File: src/rtl/uart_pkg.sv
// Shared UART constants: default FIFO geometry and read-mode selectors.
package uart_pkg;

    localparam int unsigned DATA_SIZE_DEF = 8;
    localparam int unsigned SIZE_FIFO_DEF = 16;

    // Read-port modes for uart_fifo_ext
    localparam bit FWFT_MODE = 1'b1;
    localparam bit REG_MODE  = 1'b0;

endpackage

File: src/rtl/uart_fifo_mem.sv
// Register-array FIFO storage: one synchronous write port, one asynchronous read port.
module uart_fifo_mem
    import uart_pkg::*;
#(
    parameter  int unsigned DATA_SIZE  = DATA_SIZE_DEF,
    parameter  int unsigned SIZE_FIFO  = SIZE_FIFO_DEF,
    localparam int unsigned ADDR_WIDTH = $clog2(SIZE_FIFO)
) (
    input  logic                  clk,
    input  logic                  we,
    input  logic [ADDR_WIDTH-1:0] waddr,
    input  logic [DATA_SIZE-1:0]  wdata,
    input  logic [ADDR_WIDTH-1:0] raddr,
    output logic [DATA_SIZE-1:0]  rdata
);

    logic [DATA_SIZE-1:0] mem_q [SIZE_FIFO];

    // Write port; storage is intentionally not reset
    always_ff @(posedge clk) begin
        if (we) begin
            mem_q[waddr] <= wdata;
        end
    end

    assign rdata = mem_q[raddr];

endmodule

File: src/rtl/uart_fifo_ext.sv
// UART byte FIFO with occupancy count, thresholds, sticky error flags,
// synchronous flush and selectable FWFT / registered read mode.
module uart_fifo_ext
    import uart_pkg::*;
#(
    parameter  int unsigned DATA_SIZE  = DATA_SIZE_DEF,
    parameter  int unsigned SIZE_FIFO  = SIZE_FIFO_DEF,
    parameter  int unsigned AF_LEVEL   = SIZE_FIFO - 4,
    parameter  int unsigned AE_LEVEL   = 4,
    parameter  bit          FWFT       = FWFT_MODE,
    localparam int unsigned ADDR_WIDTH = $clog2(SIZE_FIFO),
    localparam int unsigned CW         = ADDR_WIDTH + 1
) (
    input  logic                 clk,
    input  logic                 reset_n,
    input  logic                 s_tick,
    input  logic                 clr,
    input  logic [DATA_SIZE-1:0] w_data,
    input  logic                 wr,
    input  logic                 rd,
    output logic [DATA_SIZE-1:0] r_data,
    output logic                 r_valid,
    output logic                 full,
    output logic                 empty,
    output logic                 almost_full,
    output logic                 almost_empty,
    output logic [CW-1:0]        count,
    output logic                 overflow,
    output logic                 underflow
);

    logic [ADDR_WIDTH-1:0] w_ptr_q, w_ptr_d;
    logic [ADDR_WIDTH-1:0] r_ptr_q, r_ptr_d;
    logic [CW-1:0]         count_q, count_d;
    logic                  full_q, full_d;
    logic                  empty_q, empty_d;
    logic                  af_q, af_d;
    logic                  ae_q, ae_d;
    logic                  ovf_q, ovf_d;
    logic                  unf_q, unf_d;
    logic                  rd_acc, wr_acc, mem_we;
    logic [DATA_SIZE-1:0]  mem_rdata;

    // Acceptance decisions use pre-update flags; a read frees a slot for a write when full
    assign rd_acc = rd & ~empty_q;
    assign wr_acc = wr & (~full_q | rd_acc);
    assign mem_we = s_tick & ~clr & wr_acc;

    uart_fifo_mem #(
        .DATA_SIZE (DATA_SIZE),
        .SIZE_FIFO (SIZE_FIFO)
    ) u_mem (
        .clk   (clk),
        .we    (mem_we),
        .waddr (w_ptr_q),
        .wdata (w_data),
        .raddr (r_ptr_q),
        .rdata (mem_rdata)
    );

    // Next-state for pointers, count and sticky flags; flags re-decode from next count
    always_comb begin
        w_ptr_d = w_ptr_q;
        r_ptr_d = r_ptr_q;
        count_d = count_q;
        ovf_d   = ovf_q;
        unf_d   = unf_q;
        if (s_tick) begin
            if (clr) begin
                w_ptr_d = '0;
                r_ptr_d = '0;
                count_d = '0;
                ovf_d   = 1'b0;
                unf_d   = 1'b0;
            end else begin
                if (rd && !rd_acc) unf_d = 1'b1;
                if (wr && !wr_acc) ovf_d = 1'b1;
                if (wr_acc) w_ptr_d = w_ptr_q + ADDR_WIDTH'(1);
                if (rd_acc) r_ptr_d = r_ptr_q + ADDR_WIDTH'(1);
                count_d = count_q + CW'(wr_acc) - CW'(rd_acc);
            end
        end
        full_d  = (count_d == CW'(SIZE_FIFO));
        empty_d = (count_d == '0);
        af_d    = (count_d >= CW'(AF_LEVEL));
        ae_d    = (count_d <= CW'(AE_LEVEL));
    end

    // State registers
    always_ff @(posedge clk or negedge reset_n) begin
        if (!reset_n) begin
            w_ptr_q <= '0;
            r_ptr_q <= '0;
            count_q <= '0;
            full_q  <= 1'b0;
            empty_q <= 1'b1;
            af_q    <= 1'b0;
            ae_q    <= 1'b1;
            ovf_q   <= 1'b0;
            unf_q   <= 1'b0;
        end else begin
            w_ptr_q <= w_ptr_d;
            r_ptr_q <= r_ptr_d;
            count_q <= count_d;
            full_q  <= full_d;
            empty_q <= empty_d;
            af_q    <= af_d;
            ae_q    <= ae_d;
            ovf_q   <= ovf_d;
            unf_q   <= unf_d;
        end
    end

    assign count        = count_q;
    assign full         = full_q;
    assign empty        = empty_q;
    assign almost_full  = af_q;
    assign almost_empty = ae_q;
    assign overflow     = ovf_q;
    assign underflow    = unf_q;

    if (FWFT == FWFT_MODE) begin : g_fwft
        // Head of queue is visible directly; valid whenever something is stored
        assign r_data  = mem_rdata;
        assign r_valid = ~empty_q;
    end else begin : g_reg
        logic [DATA_SIZE-1:0] r_data_q, r_data_d;
        logic                 r_valid_q, r_valid_d;
        logic                 rd_fire;

        assign rd_fire = s_tick & ~clr & rd_acc;

        // Load the head on an accepted read; valid only for the tick after it
        always_comb begin
            r_data_d  = r_data_q;
            r_valid_d = r_valid_q;
            if (s_tick) begin
                r_valid_d = rd_fire;
                if (rd_fire) r_data_d = mem_rdata;
            end
        end

        // Read data register
        always_ff @(posedge clk or negedge reset_n) begin
            if (!reset_n) begin
                r_data_q  <= '0;
                r_valid_q <= 1'b0;
            end else begin
                r_data_q  <= r_data_d;
                r_valid_q <= r_valid_d;
            end
        end

        assign r_data  = r_data_q;
        assign r_valid = r_valid_q;
    end

endmodule

File: config.mk
export PLATFORM = sky130hd
export DESIGN_NAME = uart_fifo_ext
export DESIGN_NICKNAME = d
export VERILOG_FILES = /design/src/rtl/uart_pkg.sv /design/src/rtl/uart_fifo_mem.sv /design/src/rtl/uart_fifo_ext.sv
export SDC_FILE = /design/constraint.sdc
export NUM_CORES = 1
export LEC_CHECK = 0
export ABC_CLOCK_PERIOD_IN_PS = 2700
export CAP_MARGIN = 20
export CORE_UTILIZATION = 41
export DETAILED_ROUTE_END_ITERATION = 7
export PLACE_DENSITY = 0.63
export SETUP_SLACK_MARGIN = 0.2
export SYNTH_ARGS = -nofsm -noshare
export SYNTH_HDL_FRONTEND = slang
export SYNTH_SLANG_ARGS = --single-unit
File: constraint.sdc
create_clock -name clk -period 2.7 [get_ports clk]
set_input_delay 0.675 -clock clk [delete_from_list [all_inputs] [get_ports clk]]
set_output_delay 0.675 -clock clk [all_outputs]
set_load 0.01 [all_outputs]
### Yosys cells after proc, flatten, opt, wreduce, memory -nomap -nowiden

Memories as Yosys holds them, arrays and structs flattened.
Cells that the tools add are included.

* equal/unequal tests: 1
* mux-type cells: 12
* order comparisons: 2
* reductions and logical operators: 13
* bitwise operators: 8
* add/sub/neg operators: 4

Operators by type and width (number)
* $mux W4: 4
* $mux W5: 2
* $add A4 B1 Y4 const B: 2
* $reduce_and A2 Y1: 4
* $reduce_bool A2 Y1: 4
* $mux W1: 6
* $add A5 B1 Y5: 1
* $eq A5 B5 Y1 const B: 1
* $ge A5 B4 Y1 const B: 1
* $le A5 B3 Y1 const B: 1
* $logic_not A5 Y1: 1
* $sub A5 B1 Y5: 1
* $and A1 B1 Y1: 4
* $not A1 Y1: 3
* $logic_and A1 B1 Y1: 2
* $logic_not A1 Y1: 2
* $or A1 B1 Y1: 1

* word-level logic and storage cells: 50
* memories kept: 1
* output and inout port bits: 20
* bits in registers: 19
* memory bits (writable): 128
* input port bits: 14

Memories
* u_mem.mem_q: depth 16, width 8, rd ports 1, clocked after Yosys merged registers in 0, wr ports 1, line uart_fifo_mem.sv:17 `logic [DATA_SIZE-1:0] mem_q [SIZE_FIFO];`

### Longest topological paths before layout

Gate-level depths: netlist (run 1).

* depth after elaboration: 9
* gate-level depth with buffers: 13
* mapped depth without buffers: 13

### Cells and area by module

A second synthesis (run 1) with hierarchy kept.

* cell total of the unflattened synthesis: 324
* area, all modules: 6057.1 sq um

Modules (own cells, without submodules)
* uart_fifo_mem: instances 1, area each 4987.3 sq um, cells each 221
* uart_fifo_ext: instances 1, area each 1069.8 sq um, cells each 103

### Worst setup path before layout (run 1)

No wires, ideal clock.

* path kind: input to register
* start: input rd
* end: register af_q, in the netlist almost_full
* setup time: 119 ps
* cell stages on the path: 13
* slack: -268 ps
* arrival time: 2850 ps
* cells stage by stage: nand2b_4 a21boi_2 inv_1 ha_1 inv_1 ha_1 inv_1 fa_1 and2b_1 o22ai_2 xnor2_1 a221o_1 a21o_2

* cells in the longest elaborated chain, start to end: 8

Ends and longest elaborated chain
* start, declared: line uart_fifo_ext.sv:20 `input logic rd,`
* $and A1 B1 Y1 (*): line uart_fifo_ext.sv:45 `assign rd_acc = rd & ~empty_q;`
* $or A1 B1 Y1: line uart_fifo_ext.sv:46 `assign wr_acc = wr & (~full_q | rd_acc);`
* $and A1 B1 Y1: line uart_fifo_ext.sv:46
* $add A5 B1 Y5: line uart_fifo_ext.sv:80 `count_d = count_q + CW'(wr_acc) - CW'(rd_acc);`
* $sub A5 B1 Y5 (*): line uart_fifo_ext.sv:80
* $mux W5 (*): line uart_fifo_ext.sv:69 `if (clr) begin`
* $mux W5 (*): line uart_fifo_ext.sv:68 `if (s_tick) begin`
* via count_d[4]: line uart_fifo_ext.sv:34 `logic [CW-1:0] count_q, count_d;`
* $ge A5 B4 Y1 (*): line uart_fifo_ext.sv:85 `af_d = (count_d >= CW'(AF_LEVEL));`
* via af_d: line uart_fifo_ext.sv:37 `logic af_q, af_d;`
* end signal, assigned: line uart_fifo_ext.sv:97 `af_q <= 1'b0;`
* end signal, assigned: line uart_fifo_ext.sv:107 `af_q <= af_d;`
* end, declared: line uart_fifo_ext.sv:37

Mark *: on every way through the listed nets, which the timed path passes. The rest lies on a longest branch.
A chain may end at the register's enable or synchronous reset.

### Worst setup path after layout (run 1)

* start: register r_ptr_q[0]
* end: output r_data[6]

* cells in the longest elaborated chain, start to end: 1

Ends and longest elaborated chain
* start, declared: line uart_fifo_ext.sv:33 `logic [ADDR_WIDTH-1:0] r_ptr_q, r_ptr_d;`
* start signal, assigned: line uart_fifo_ext.sv:103 `r_ptr_q <= r_ptr_d;`
* $mem_v2 Z16 W8
* end, declared: line uart_fifo_ext.sv:21 `output logic [DATA_SIZE-1:0] r_data,`

No other way between the ends.

==> impl_metrics.ini, run 1 <==
[cts]
cts_buffers = 17
cts_tree = done
clk_pin_slew_ns = 0.06
cts_buffer_depth = 2
cts_sinks = 147
htree_levels = 4
hold_buffers = 0
clock-root-buffer = clkbuf_16
clk-insertion-delay-late_ns = 0.42

[grt]
grt_pass1_wl_um = 19300
grt_max_degree = 20
grt_use_total_pct = 17.6
grt_overflow = 0
antenna_found_initial = 0
grt_pass1_vias = 3451

[place]
port_buffers = 33
gp_congestion = 0.808
dp_hpwl_um = 8000

[timing]
finalCritPeriodShare_pct = 105
setup_violations = 10
tightest_slew_ns = 0.602
fmax_mhz = 351
fin_ws_ns = -0.148
clock_skew_ns = 0.00550
hold_violations = 0
drv_slew = 0
hold_ws_ns = 0.561
relSlewSlack_pct = 59.8
period_minus_slack_ns = 2.85
rsz0062_at_grt = yes

[die]
start_util_pct = 42.1
core_area_sq_um = 14500
rows = 44
ios = 34
die_h_um = 124
die_x_um = 124
dieArea_sq_um = 15400

[critical_path]
endpoint = r_data[6]
path_delay_family = flip-flops
required_ns = 2.03
endpoint_kind = output pin
cpPeakStageDelay_ns = 0.49
critical_path_depth = 8
path_max_fanout = 6
path_cells = buf_12, buf_4, mux2_2, o21ai_0, a21oi_1, a22oi_1, nand2_1, buf_2
path_buf_inv = 3
critPathLaunchType = flip-flop
setup.worst_path.start = r_ptr_q[0]
reg2reg_slack_ns = -0.06
reg2reg_from = empty
reg2reg_to = almost_full
cp_slowest_cell = dfrtp_2
cp.arrival_ns = 2.17
r2r_cells = 13
crit_type = reg2out

[pwr]
p_leak_nw = 2.83
cellPowerDensity_nw_per_um2 = 897
ir_worst_vdd_mv = 0.515
power.total_mw = 7.12

[finish]
layout_commonest_cell = edfxtp_1
final_util_pct = 54.6
drive_gt1_share_pct = 35.2
n_antenna_cell = 0
nets = 499
final_cell_mix = edfxtp_1, buf_4, mux2i_1
syn2layout_area_growth_pct = 29.7

[logic_synthesis]
synth-seq-cells = 147
synthCells = 373
yosys_warnings = 0
syn_avg_cell_area_sq_um = 16.4
synth_area_sq_um = 6120
synth_edf_count = 128
ys.flop_type = edfxtp_1
async_reset_ff_share_pct = 12.9
synth_seq_area_share_pct = 70.6
synthesis.nets = 398
ys_types = 47

[route]
ant_nets = 0
drcViolationCount = 0
wl_per_cell_um = 18.5
via_count = 3490
dr.pass1.iters = 4
drt_iter0_markers = 202
avgViaCountPerCell = 5.21
routed_wl_um = 12400

[worst_hold_path]
min_path_type = reg2reg

[outcome]
outcome = finished with violations
violations = setup timing

[flow_run]
cap_viol_max_count = 0
## sequential cells by signal, indices dropped and copies added, names as in the netlist
| register | cells |
|---|---|
| full | 1 |
| count | 5 |
| almost_full | 1 |
| almost_empty | 1 |
| r_ptr_q | 4 |
| w_ptr_q | 4 |
| overflow | 1 |
| u_mem.mem_q | 128 |
| empty | 1 |
| underflow | 1 |
## report_power, final
group	switching, mW	leakage (nW)	internal (mW)
combinational	0.995	1.17	1.21
clock	0.866	0.262	1.35
sequential	0.107	1.40	2.59
total	1.97	2.83	5.15
## area by class of cell
class                           instances  area [sq um]
Clock buffer                           22           444
Fill cell                            1192          6600
Multi-Input combinational cell        193          1830
Timing Repair Buffer                  101           952
Tap cell                              184           230
Inverter                               14          55.1
Sequential cell                       147          4320
Clock inverter                          9           106
## stage by stage
step           std cells  setup WS, ns  TNS [ns]  area (sq um)
2_1_floorplan        373        -0.204    -0.601          6130
3_3_place_gp         614        -0.771     -5.02          6970
3_5_place_dp         614        -0.856     -5.64          6970
4_1_cts              667        -0.151     -1.00          7840
5_1_grt              670        -0.221     -2.07          7940
6_report             670        -0.148    -0.975          7940
## kinds of logic after synthesis
logic type | share of synthesized area [%]
XOR/XNOR | 0.143
buffers and inverters | 2.45
flip-flops | 70.6
adder cells (fa/ha/maj) | 2.37
AO/OA/AOI/OAI | 7.77
multiplexers | 12.0
AND/OR/NAND/NOR | 4.72
## layer usage
metal  up-vias  part of all wire, %  GRT usage (%)
li1       1662                    -              -
met4         0                  2.0           7.59
met5         -                    0              0
met1      1738                   46           24.6
met2        73                   49           26.5
met3        17                  3.5           3.62
## worst reg2reg max path, delay by kind of cell (launching register included)
kind | cells | cell delay [ns]
flops | 1 | 0.53
buf+inv | 3 | 0.18
simple gates | 2 | 0.38
compound gates | 4 | 0.77
fa+ha+maj | 3 | 0.65
xor+xnor | 1 | 0.14
## timing repair
item	4_1_cts	5_1_grt
buffers inserted	20	2
gates cloned	2	1
gates resized for setup	71	24
endpoints found under the setup margin	15	14
hold endpoints to repair	0	0
pin swaps	24	18
## synth_stat cells, drive strengths merged, types with 2 or more instances
cell / number / share of area (%)
mux4: 16 / 5.9
buf: 11 / 1.1
nor2: 19 / 1.2
nand2: 18 / 1.1
o32ai: 2 / 0.41
dfrtp: 17 / 6.9
nor2b: 3 / 0.35
edfxtp: 128 / 63
a31oi: 2 / 0.20
mux2i: 27 / 4.4
mux2: 9 / 1.7
a22oi: 9 / 1.1
nor3: 6 / 0.49
a21oi: 15 / 1.2
a221oi: 8 / 1.1
clkbuf: 8 / 0.49
nand2b: 4 / 0.53
ha: 10 / 2.0
o21ai: 19 / 1.6
inv: 14 / 0.86
o22ai: 2 / 0.31
a21boi: 2 / 0.31
dfstp: 2 / 0.86
o2bb2ai: 5 / 0.72
nand3: 2 / 0.16
## how the worst min path moves through the flow
| stage | startpoint | depth (start not counted) | to | slack (ns) |
|---|---|---|---|---|
| final | underflow | 2 | underflow | 0.56 |
| after CTS | underflow | 2 | underflow | 0.58 |
| after global routing | reset_n | 2 | count[2] | 0.62 |
| after detailed placement | underflow | 2 | underflow | 0.55 |
| after floorplan | reset_n | 0 | almost_full | 0.38 |
| after global placement | overflow | 2 | overflow | 0.53 |
(Power assumes the default switching activity.)
==> run 2, diff against run 1 <==
--- a/config.mk
+++ b/config.mk
@@ -5,7 +5,6 @@
 export SDC_FILE = /design/constraint.sdc
 export NUM_CORES = 1
 export LEC_CHECK = 0
-export ABC_CLOCK_PERIOD_IN_PS = 2700
 export CAP_MARGIN = 20
 export CORE_UTILIZATION = 41
 export DETAILED_ROUTE_END_ITERATION = 7
==> results of run 2 <==
Final layout, timing and power as in run 1 (identical DEF).
